<file path="src/rtl/iob_axis_s_axi_m_write_sched.sv">
// Write-descriptor scheduler: arbitrates requesters, splits descriptors into engine-sized chunks.
// Define IOB_AXIS_S_AXI_M_WRITE_SCHED_RR_EN for round-robin arbitration (fixed priority otherwise).
module iob_axis_s_axi_m_write_sched #(
    parameter int N_REQ       = 2,
    parameter int AXI_ADDR_W  = 32,
    parameter int AXI_LEN_W   = 8,
    parameter int TOTAL_LEN_W = 16
) (
    input  logic                            clk_i,
    input  logic                            arst_n_i,
    input  logic                            cke_i,
    input  logic [N_REQ-1:0]                req_valid_i,
    input  logic [N_REQ*AXI_ADDR_W-1:0]     req_addr_i,
    input  logic [N_REQ*TOTAL_LEN_W-1:0]    req_len_i,
    output logic [N_REQ-1:0]                req_ready_o,
    output logic [N_REQ-1:0]                req_done_o,
    output logic [N_REQ-1:0]                grant_o,
    output logic                            w_start_transfer_o,
    output logic [AXI_ADDR_W-1:0]           w_addr_o,
    output logic [AXI_LEN_W:0]              w_length_o,
    input  logic                            w_busy_i,
    output logic                            busy_o
);
    localparam int IDX_W = (N_REQ > 1) ? $clog2(N_REQ) : 1;
    localparam int CW    = (TOTAL_LEN_W > AXI_LEN_W + 1) ? TOTAL_LEN_W : AXI_LEN_W + 1;
    localparam logic [CW-1:0] MAX_CHUNK = CW'(2 ** AXI_LEN_W);

    typedef enum logic [1:0] {IDLE, ISSUE, SETTLE, WAIT} state_t;

    state_t                   state_q, state_d;
    logic [N_REQ-1:0]         ready_q, ready_d, done_q, done_d, grant_q, grant_d;
    logic                     start_q, start_d;
    logic [AXI_ADDR_W-1:0]    waddr_q, waddr_d, addr_q, addr_d;
    logic [AXI_LEN_W:0]       wlen_q, wlen_d;
    logic [TOTAL_LEN_W-1:0]   rem_q, rem_d;

    logic                     sel_found;
    logic [IDX_W-1:0]         sel_idx;
    logic [N_REQ-1:0]         sel_oh;
    logic [AXI_ADDR_W-1:0]    sel_addr;
    logic [TOTAL_LEN_W-1:0]   sel_len;
    logic [CW-1:0]            rem_w, chunk_w;
    logic [AXI_LEN_W:0]       chunk_len;

`ifdef IOB_AXIS_S_AXI_M_WRITE_SCHED_RR_EN
    logic [IDX_W-1:0]         last_q, last_d;

    // Search begins just after the last winner so every requester gets a turn.
    always_comb begin
        sel_found = 1'b0;
        sel_idx   = '0;
        for (int i = 1; i <= N_REQ; i++) begin
            if (!sel_found && req_valid_i[(int'(last_q) + i) % N_REQ]) begin
                sel_found = 1'b1;
                sel_idx   = IDX_W'((int'(last_q) + i) % N_REQ);
            end
        end
    end
`else
    always_comb begin
        sel_found = 1'b0;
        sel_idx   = '0;
        for (int i = 0; i < N_REQ; i++) begin
            if (!sel_found && req_valid_i[i]) begin
                sel_found = 1'b1;
                sel_idx   = IDX_W'(i);
            end
        end
    end
`endif

    always_comb begin
        sel_oh          = '0;
        sel_oh[sel_idx] = 1'b1;
    end

    assign sel_addr  = req_addr_i[int'(sel_idx)*AXI_ADDR_W +: AXI_ADDR_W];
    assign sel_len   = req_len_i[int'(sel_idx)*TOTAL_LEN_W +: TOTAL_LEN_W];
    assign rem_w     = CW'(rem_q);
    assign chunk_w   = (rem_w > MAX_CHUNK) ? MAX_CHUNK : rem_w;
    assign chunk_len = chunk_w[AXI_LEN_W:0];

    always_comb begin
        state_d = state_q;
        ready_d = '0;
        done_d  = '0;
        grant_d = grant_q;
        start_d = 1'b0;
        waddr_d = waddr_q;
        wlen_d  = wlen_q;
        addr_d  = addr_q;
        rem_d   = rem_q;
`ifdef IOB_AXIS_S_AXI_M_WRITE_SCHED_RR_EN
        last_d  = last_q;
`endif
        case (state_q)
            IDLE: begin
                if (sel_found) begin
                    ready_d = sel_oh;
                    addr_d  = sel_addr;
                    rem_d   = sel_len;
`ifdef IOB_AXIS_S_AXI_M_WRITE_SCHED_RR_EN
                    last_d  = sel_idx;
`endif
                    // Empty descriptors complete on accept without touching the engine.
                    if (sel_len == '0) begin
                        done_d = sel_oh;
                    end else begin
                        grant_d = sel_oh;
                        state_d = ISSUE;
                    end
                end
            end
            ISSUE: begin
                start_d = 1'b1;
                waddr_d = addr_q;
                wlen_d  = chunk_len;
                addr_d  = addr_q + (AXI_ADDR_W'(chunk_len) << 2);
                rem_d   = rem_q - TOTAL_LEN_W'(chunk_len);
                state_d = SETTLE;
            end
            // Engine busy lags start by a cycle, so it is not trusted here.
            SETTLE: state_d = WAIT;
            WAIT: begin
                if (!w_busy_i) begin
                    if (rem_q != '0) begin
                        state_d = ISSUE;
                    end else begin
                        done_d  = grant_q;
                        grant_d = '0;
                        state_d = IDLE;
                    end
                end
            end
            default: state_d = IDLE;
        endcase
    end

    always_ff @(posedge clk_i or negedge arst_n_i) begin
        if (!arst_n_i) begin
            state_q <= IDLE;
            ready_q <= '0;
            done_q  <= '0;
            grant_q <= '0;
            start_q <= 1'b0;
            waddr_q <= '0;
            wlen_q  <= '0;
            addr_q  <= '0;
            rem_q   <= '0;
`ifdef IOB_AXIS_S_AXI_M_WRITE_SCHED_RR_EN
            last_q  <= IDX_W'(N_REQ - 1);
`endif
        end else if (cke_i) begin
            state_q <= state_d;
            ready_q <= ready_d;
            done_q  <= done_d;
            grant_q <= grant_d;
            start_q <= start_d;
            waddr_q <= waddr_d;
            wlen_q  <= wlen_d;
            addr_q  <= addr_d;
            rem_q   <= rem_d;
`ifdef IOB_AXIS_S_AXI_M_WRITE_SCHED_RR_EN
            last_q  <= last_d;
`endif
        end
    end

    assign req_ready_o        = ready_q;
    assign req_done_o         = done_q;
    assign grant_o            = grant_q;
    assign w_start_transfer_o = start_q;
    assign w_addr_o           = waddr_q;
    assign w_length_o         = wlen_q;
    assign busy_o             = (state_q != IDLE);

endmodule
</file>
<file path="config.mk">
export PLATFORM = sky130hd
export DESIGN_NAME = iob_axis_s_axi_m_write_sched
export DESIGN_NICKNAME = d
export VERILOG_FILES = /design/src/rtl/iob_axis_s_axi_m_write_sched.sv
export SDC_FILE = /design/constraint.sdc
export NUM_CORES = 1
export LEC_CHECK = 0
export ABC_AREA = 1
export CAP_MARGIN = 40
export CORE_ASPECT_RATIO = 0.75
export CORE_MARGIN = 3
export CORE_UTILIZATION = 55
export CTS_BUF_LIST = sky130_fd_sc_hd__clkbuf_16
export CTS_CLUSTER_DIAMETER = 150
export DETAILED_ROUTE_END_ITERATION = 8
export DONT_BUFFER_PORTS = 1
export PLACE_DENSITY = 0.78
export SYNTH_ARGS = -nofsm -noshare
export SYNTH_HDL_FRONTEND = slang
export SYNTH_SLANG_ARGS = --single-unit
</file>
<file path="constraint.sdc">
create_clock -name clk_i -period 7 [get_ports clk_i]
set_input_delay 1.05 -clock clk_i [delete_from_list [all_inputs] [get_ports clk_i]]
set_output_delay 1.05 -clock clk_i [all_outputs]
set_load 0.01 [all_outputs]
</file>
# ---- Yosys cells after proc, flatten, opt, wreduce, memory -nomap -nowiden
# Index checks and enable logic that the tools add are counted.
# Widths: inputs -> output; s select.
dict set report op_classes {
  n_reduce_logical 13
  order_cmp 3
  shifts 2
  n_eq_ne 7
  addsub 2
  mux 28
}
# cell count
set ops {}
lappend ops {{$pmux 32 s2} 1}
lappend ops {{$shiftx 64x7->32} 1}
lappend ops {{$add 32x11->32} 1}
lappend ops {{$mux 32} 1}
lappend ops {{$pmux 16 s2} 1}
lappend ops {{$shiftx 32x6->16} 1}
lappend ops {{$mux 2} 13}
lappend ops {{$gt 16x9->1 const B} 1}
lappend ops {{$logic_not 16->1} 1}
lappend ops {{$mux 16} 1}
lappend ops {{$reduce_bool 16->1} 1}
lappend ops {{$sub 16x9->16} 1}
lappend ops {{$mux 9} 1}
lappend ops {{$ne 2x2->1 const B} 4}
lappend ops {{$pmux 2 s2} 2}
lappend ops {{$pmux 2 s4} 1}
lappend ops {{$mux 1} 6}
lappend ops {{$reduce_and 6->1} 1}
lappend ops {{$reduce_bool 2->1} 3}
lappend ops {{$eq 2x2->1 const B} 2}
lappend ops {{$reduce_and 4->1} 1}
lappend ops {{$reduce_and 3->1} 1}
lappend ops {{$eq 2x1->1 const B} 1}
lappend ops {{$logic_and 1x1->1} 2}
lappend ops {{other kinds (6)} 6}
dict set report totals {
  regBits 98
  wordCells 64
  out_inout_bits 49
  input_bits 102
}

# ---- Logic depth before layout (Yosys ltp)
dict set report logic_depth {
  ltp_word 11
  mapped_depth 23
  ltp_nobuf 22
}

# ---- Least setup slack after synthesis
# No wires, ideal clock.
dict set report synth_path {
  path_kind {register to register}
  startpoint {register rem_q[10]}
  endpoint {register addr_q[22]}
  setup_ps 130
  path_stages_with_launch 23
  path_slack_ps 4247
  path_buffers 1
  required_time_ps 6870
  t_arrival_ps 2623
  period_less_slack_ps 2753
  cell_sequence {dfrtp_1 -> nor2_4 -> nand2_2 -> nor2_4 -> nand2_4 -> nand2_2 -> inv_2 -> buf_2 -> nor2_1 -> ha_1 -> fa_1 -> nand3_1 -> and2_1 -> inv_1 -> nand3_1 -> nand2_1 -> nand2_1 -> inv_2 -> nand2_1 -> nand3_1 -> o21ai_0 -> nand2_1 -> o21ai_0}
}
dict set report synth_between {
  elab_chain_len 4
}
# element line_no
set synth_rtl {}
lappend synth_rtl {{start: declaration} 35} ;# logic [TOTAL_LEN_W-1:0] rem_q, rem_d;
lappend synth_rtl {{start signal: assignment} 162} ;# rem_q <= rem_d;
lappend synth_rtl {{$gt 16x9->1} 80} ;# assign chunk_w = (rem_w > MAX_CHUNK) ? MAX_CHUNK : rem_w;
lappend synth_rtl {{$mux 9} 80}
lappend synth_rtl {{via chunk_w[0]} 42} ;# logic [CW-1:0] rem_w, chunk_w;
lappend synth_rtl {{$add 32x11->32} 118} ;# addr_d = addr_q + (AXI_ADDR_W'(chunk_len) << 2);
lappend synth_rtl {{$pmux 32 s2} 96} ;# case (state_q)
lappend synth_rtl {{end signal: assignment} 161} ;# addr_q <= addr_d;
lappend synth_rtl {{end: declaration} 33} ;# logic [AXI_ADDR_W-1:0] waddr_q, waddr_d, addr_q, addr_d;
# The timed path passes the listed nets, and every way through them passes these cells.
# A chain may end at the register's enable or synchronous reset.

# ---- Final worst setup path
# Ends and elaborated chain as after synthesis.

==> results.txt <==
- Final Wtd Congestion: 0.925
- STA classifies the critical path endpoint as a register.
* Chip height: 97.9 um
- Of the total synthesized cell area, the portion taken by AND, OR, NAND and NOR gates is 0.281.
- In the final routed layout, each cell accounts on average for 16.8 um.
* Clock-pin transition on the worst setup and hold timing paths: 80 ps
- Maximum number of pins on one net before global-route repair: 99
- Synthesized-area fraction occupied by ao, oa, aoi and oai cells: 0.197
- Max-cap violations in this run came to 0.
- The core region is ~11000 sq um.
- Area delta synth->final: 5.94%
* Post-synth top flop: sky130_fd_sc_hd__dfrtp_1
* Iteration-0 DRC Markers: between 400 and 500
* Syn Std Cell Area: 6190 sq um
* Total GRT Usage: 0.275
- Number of buffers added on ports: 0
* Top achievable clock speed: 296 MHz
- The portion of synthesized area spent on multiplexers is 0.
- Number of antenna violations at the first check in global routing: 0
- Ranked by total cell area, the synthesized netlist is headed by sky130_fd_sc_hd__dfrtp_1 (40%), sky130_fd_sc_hd__nand2_1 (13%), sky130_fd_sc_hd__o21ai_0 (11%).
- Kind of path behind the tightest hold check: in -> async
* Antenna viol nets, final: 0
- In this run the mean area of a mapped cell was 6.98 sq um.
- Portion of total power attributed to sequential cells: 0.379
- The critical path in this run is classified as reg -> reg.
- Share of the cycle needed by the critical path after routing: 0.482
- Number of global-route vias before repair: 5641
* Dpl hpwl: 12.1 mm
- For the final database, setup skew stands at 9.05 ps.
* Deepest level of the CTS H-tree: 3
- Cell internal pwr: around 0.0015 W
- Once layout is complete, the utilization of the core stands at 0.618.
* Number of distinct standard cells referenced by the synthesized netlist: 46
* Clock tree from TritonCTS: built
- Setup violations remaining at the end of the flow were counted as 0.
* Total instance count after detailed placement: 989
- The worst-case IR drop observed on VDD is 0.000190 V.
- Switching portion of total power: 0.471
* Maximum fanout count along the critical path: 11
* Maximum clock insertion buffer count: 2
- Once the clock tree was built, the setup fixing pass inserted 0 buffers.
- Data on the critical path arrives at its endpoint at 3580 ps.
- Flip-flop and latch count after synthesis: 98
- Skew-Pair Late Insertion Delay: 340 ps
- Post-synth EDFFs: 0
- Die span in x: approximately 130 um
- Headroom to the max-slew limit came out at 0.492.
* Placement row count: 32
* Pwr per Cell Area: 434 nW/um^2
* # clock sinks: 98
* I/O pin total: 151
- The first detailed-routing pass ran for 5 iterations.
- Fin. max-slew vios: 0
- Final Instance Count excl. Fillers: 1005
* Warnings from Yosys: 0
- Counting every net in the synthesized netlist gives 1003.
- Diodes inserted: 0
* Synthesized instance count: 887
- Setup repair after global routing left no endpoint under its margin.
- Full die area: between 10000 and 15000 sq um
- Synth top area share: 0.396
- In the synthesized netlist the async set-or-reset flop fraction comes to 1.00.
* Sequential element share of the synthesized area: 0.396
* Biggest area consumer among synthesized cells: sky130_fd_sc_hd__dfrtp_1
* Element type at the critical path start: register
- Adder-cell area share of the yosys netlist: 0.0295
* DRC viols: 0
- Global-route wire length before repair: between 20 and 30 mm
- Switching power: 0.00134 W
- The share of total power dissipated in combinational logic is 0.438.
- Minimum clock period after layout: between 3000 and 4000 ps
* Clock network fraction of design power: 0.183
- CTS Root Buffer Type: sky130_fd_sc_hd__clkbuf_16
- After synthesis, the largest family of logic cells by area is simple AND/OR/NAND/NOR gates.
- Share of layout cells above drive strength 1: 0.0644
- Slew @ Worst Pin: roughly 760 ps
* Final #Nets: 980
* Via count normalized by instance count: 5.85
- Number of buffers added by the clock tree synthesis step: 9
- Total count of hold-check failures in the final report: 0
* Post-synthesis xor/xnor area fraction: 0.0170
- STA puts the critical path data required time at 7200 ps.
- Final setup TNS: 0 ps
- After detailed routing, the total wire length is 16.9 mm.
* Leakage: 3.15 nW
- Number of gates resized after CTS: 0
* Run status: finished, final reports clean
* Overflow left after global routing: 0
- Initial Utilization: 0.583
- For this block, the via count after detailed routing is 5879.
* Hold bufs inserted after CTS: 0
==> flip-flops by register name (all words and copies together) (netlist names) <==
name	flops
grant_o	2
w_length_o	9
state_q	2
addr_q	32
req_ready_o	2
req_done_o	2
w_addr_o	32
w_start_transfer_o	1
rem_q	16
==> routing by layer <==
layer  vias to the layer above  share of wire  global-route usage
li1                       2843              -                   -
met1                      2762           0.47               0.417
met2                       255           0.43               0.405
met3                        19          0.084              0.0629
met4                         0         0.0099              0.0517
met5                         -              0                   0
==> power by group through the flow <==
stage	sequential, W	clock (W)	combinational [W]
floorplan	0.00102	0	0.000964
global placement	0.00107	0	0.00118
detailed placement	0.00109	0	0.00123
CTS	0.00108	0.000527	0.00124
global route	0.00111	0.000552	0.00143
finish	0.00108	0.000521	0.00125
==> cell usage after synthesis (9+ instances only) <==
library cell and count:
sky130_fd_sc_hd__nand2_1 222, sky130_fd_sc_hd__ha_1 13, sky130_fd_sc_hd__nand4_1 9, sky130_fd_sc_hd__inv_1 78, sky130_fd_sc_hd__a22oi_1 10, sky130_fd_sc_hd__nand3_1 30, sky130_fd_sc_hd__o21ai_1 15, sky130_fd_sc_hd__dfrtp_1 98
sky130_fd_sc_hd__nor2_1 119, sky130_fd_sc_hd__o21ai_0 137, sky130_fd_sc_hd__a21oi_1 39, sky130_fd_sc_hd__clkbuf_1 27
==> kinds of logic after synthesis <==
logic type / after synthesis
adder cells (fa/ha/maj): 14
flip-flops: 98
XOR/XNOR: 12
other: 1
AO/OA/AOI/OAI: 224
buffers and inverters: 124
AND/OR/NAND/NOR: 414
==> final cells by class <==
type | instances | area, sq um
multi-input combinational | 665 | 3260
tap | 136 | 170
clock buffer | 9 | 225
timing repair buffer | 4 | 42.5
inverter | 86 | 323
fill | 964 | 4050
clock inverter | 7 | 83.8
sequential | 98 | 2450
==> critical path: stages, from the launching register on <==
cell,delay (ps)
sky130_fd_sc_hd__dfrtp_1,450
sky130_fd_sc_hd__nor2_4,260
sky130_fd_sc_hd__nand2_2,100
sky130_fd_sc_hd__nor2_4,110
sky130_fd_sc_hd__nand2_4,90
sky130_fd_sc_hd__nand2_2,110
sky130_fd_sc_hd__inv_2,100
sky130_fd_sc_hd__nor2_1,220
sky130_fd_sc_hd__ha_1,280
sky130_fd_sc_hd__fa_1,290
sky130_fd_sc_hd__nand3_1,90
sky130_fd_sc_hd__and2_1,170
sky130_fd_sc_hd__inv_1,90
sky130_fd_sc_hd__nand3_1,80
sky130_fd_sc_hd__nand2_1,140
sky130_fd_sc_hd__nand2_1,160
sky130_fd_sc_hd__inv_2,130
sky130_fd_sc_hd__nand2_1,50
sky130_fd_sc_hd__nand3_1,60
sky130_fd_sc_hd__o21ai_0,90
sky130_fd_sc_hd__nand2_1,60
sky130_fd_sc_hd__o21ai_0,90
==> final timing paths <==
kind	from	end	slack, ps	cells past startpoint
max	rem_q[10]	addr_q[22]	3620	21
min	arst_n_i	w_start_transfer_o	400	0
max reg2reg	rem_q[10]	addr_q[22]	3620	21
min reg2reg	addr_q[0]	w_addr_o[0]	490	2
max in group asynchronous	arst_n_i	addr_q[30]	6480	0
min in group clk_i	addr_q[0]	w_addr_o[0]	490	2
==> placed cells by master, fill, tap and decap left out, types with 2 or more instances in the layout <==
cell,instances
sky130_fd_sc_hd__nand2_2,7
sky130_fd_sc_hd__clkinvlp_4,3
sky130_fd_sc_hd__nand4_1,9
sky130_fd_sc_hd__xnor2_1,4
sky130_fd_sc_hd__nor4_1,2
sky130_fd_sc_hd__inv_8,2
sky130_fd_sc_hd__nand2_4,2
sky130_fd_sc_hd__o21ai_1,15
sky130_fd_sc_hd__nor2_1,119
sky130_fd_sc_hd__nand3_2,2
sky130_fd_sc_hd__a21oi_1,39
sky130_fd_sc_hd__dfrtp_1,98
sky130_fd_sc_hd__clkbuf_16,9
sky130_fd_sc_hd__ha_1,13
sky130_fd_sc_hd__nand3b_1,2
sky130_fd_sc_hd__a22oi_1,10
sky130_fd_sc_hd__o21ai_2,2
sky130_fd_sc_hd__o211ai_2,3
sky130_fd_sc_hd__or2_1,3
sky130_fd_sc_hd__o21ai_0,137
sky130_fd_sc_hd__inv_2,8
sky130_fd_sc_hd__inv_1,77
sky130_fd_sc_hd__nor3_1,6
sky130_fd_sc_hd__a21boi_1,3
sky130_fd_sc_hd__o22ai_1,4
sky130_fd_sc_hd__nand3_1,30
sky130_fd_sc_hd__or2_2,2
sky130_fd_sc_hd__nor2_2,4
sky130_fd_sc_hd__nor2_4,2
sky130_fd_sc_hd__o31ai_1,4
sky130_fd_sc_hd__nand2_1,221
sky130_fd_sc_hd__xor2_1,8
sky130_fd_sc_hd__buf_4,3
==> through the flow <==
stage / power, W / hold slack (ps) / setup slack, ps / instance area (sq um)
floorplan: 0.00198 / 442 / 4250 / 6190
global placement: 0.00225 / 456 / 3770 / 6230
detailed placement: 0.00231 / 464 / 3680 / 6250
CTS: 0.00284 / 389 / 3660 / 6560
global route: 0.00310 / 374 / 3350 / 6560
finish: 0.00285 / 396 / 3620 / 6560
Note: power is estimated with default switching activity, not from simulation.
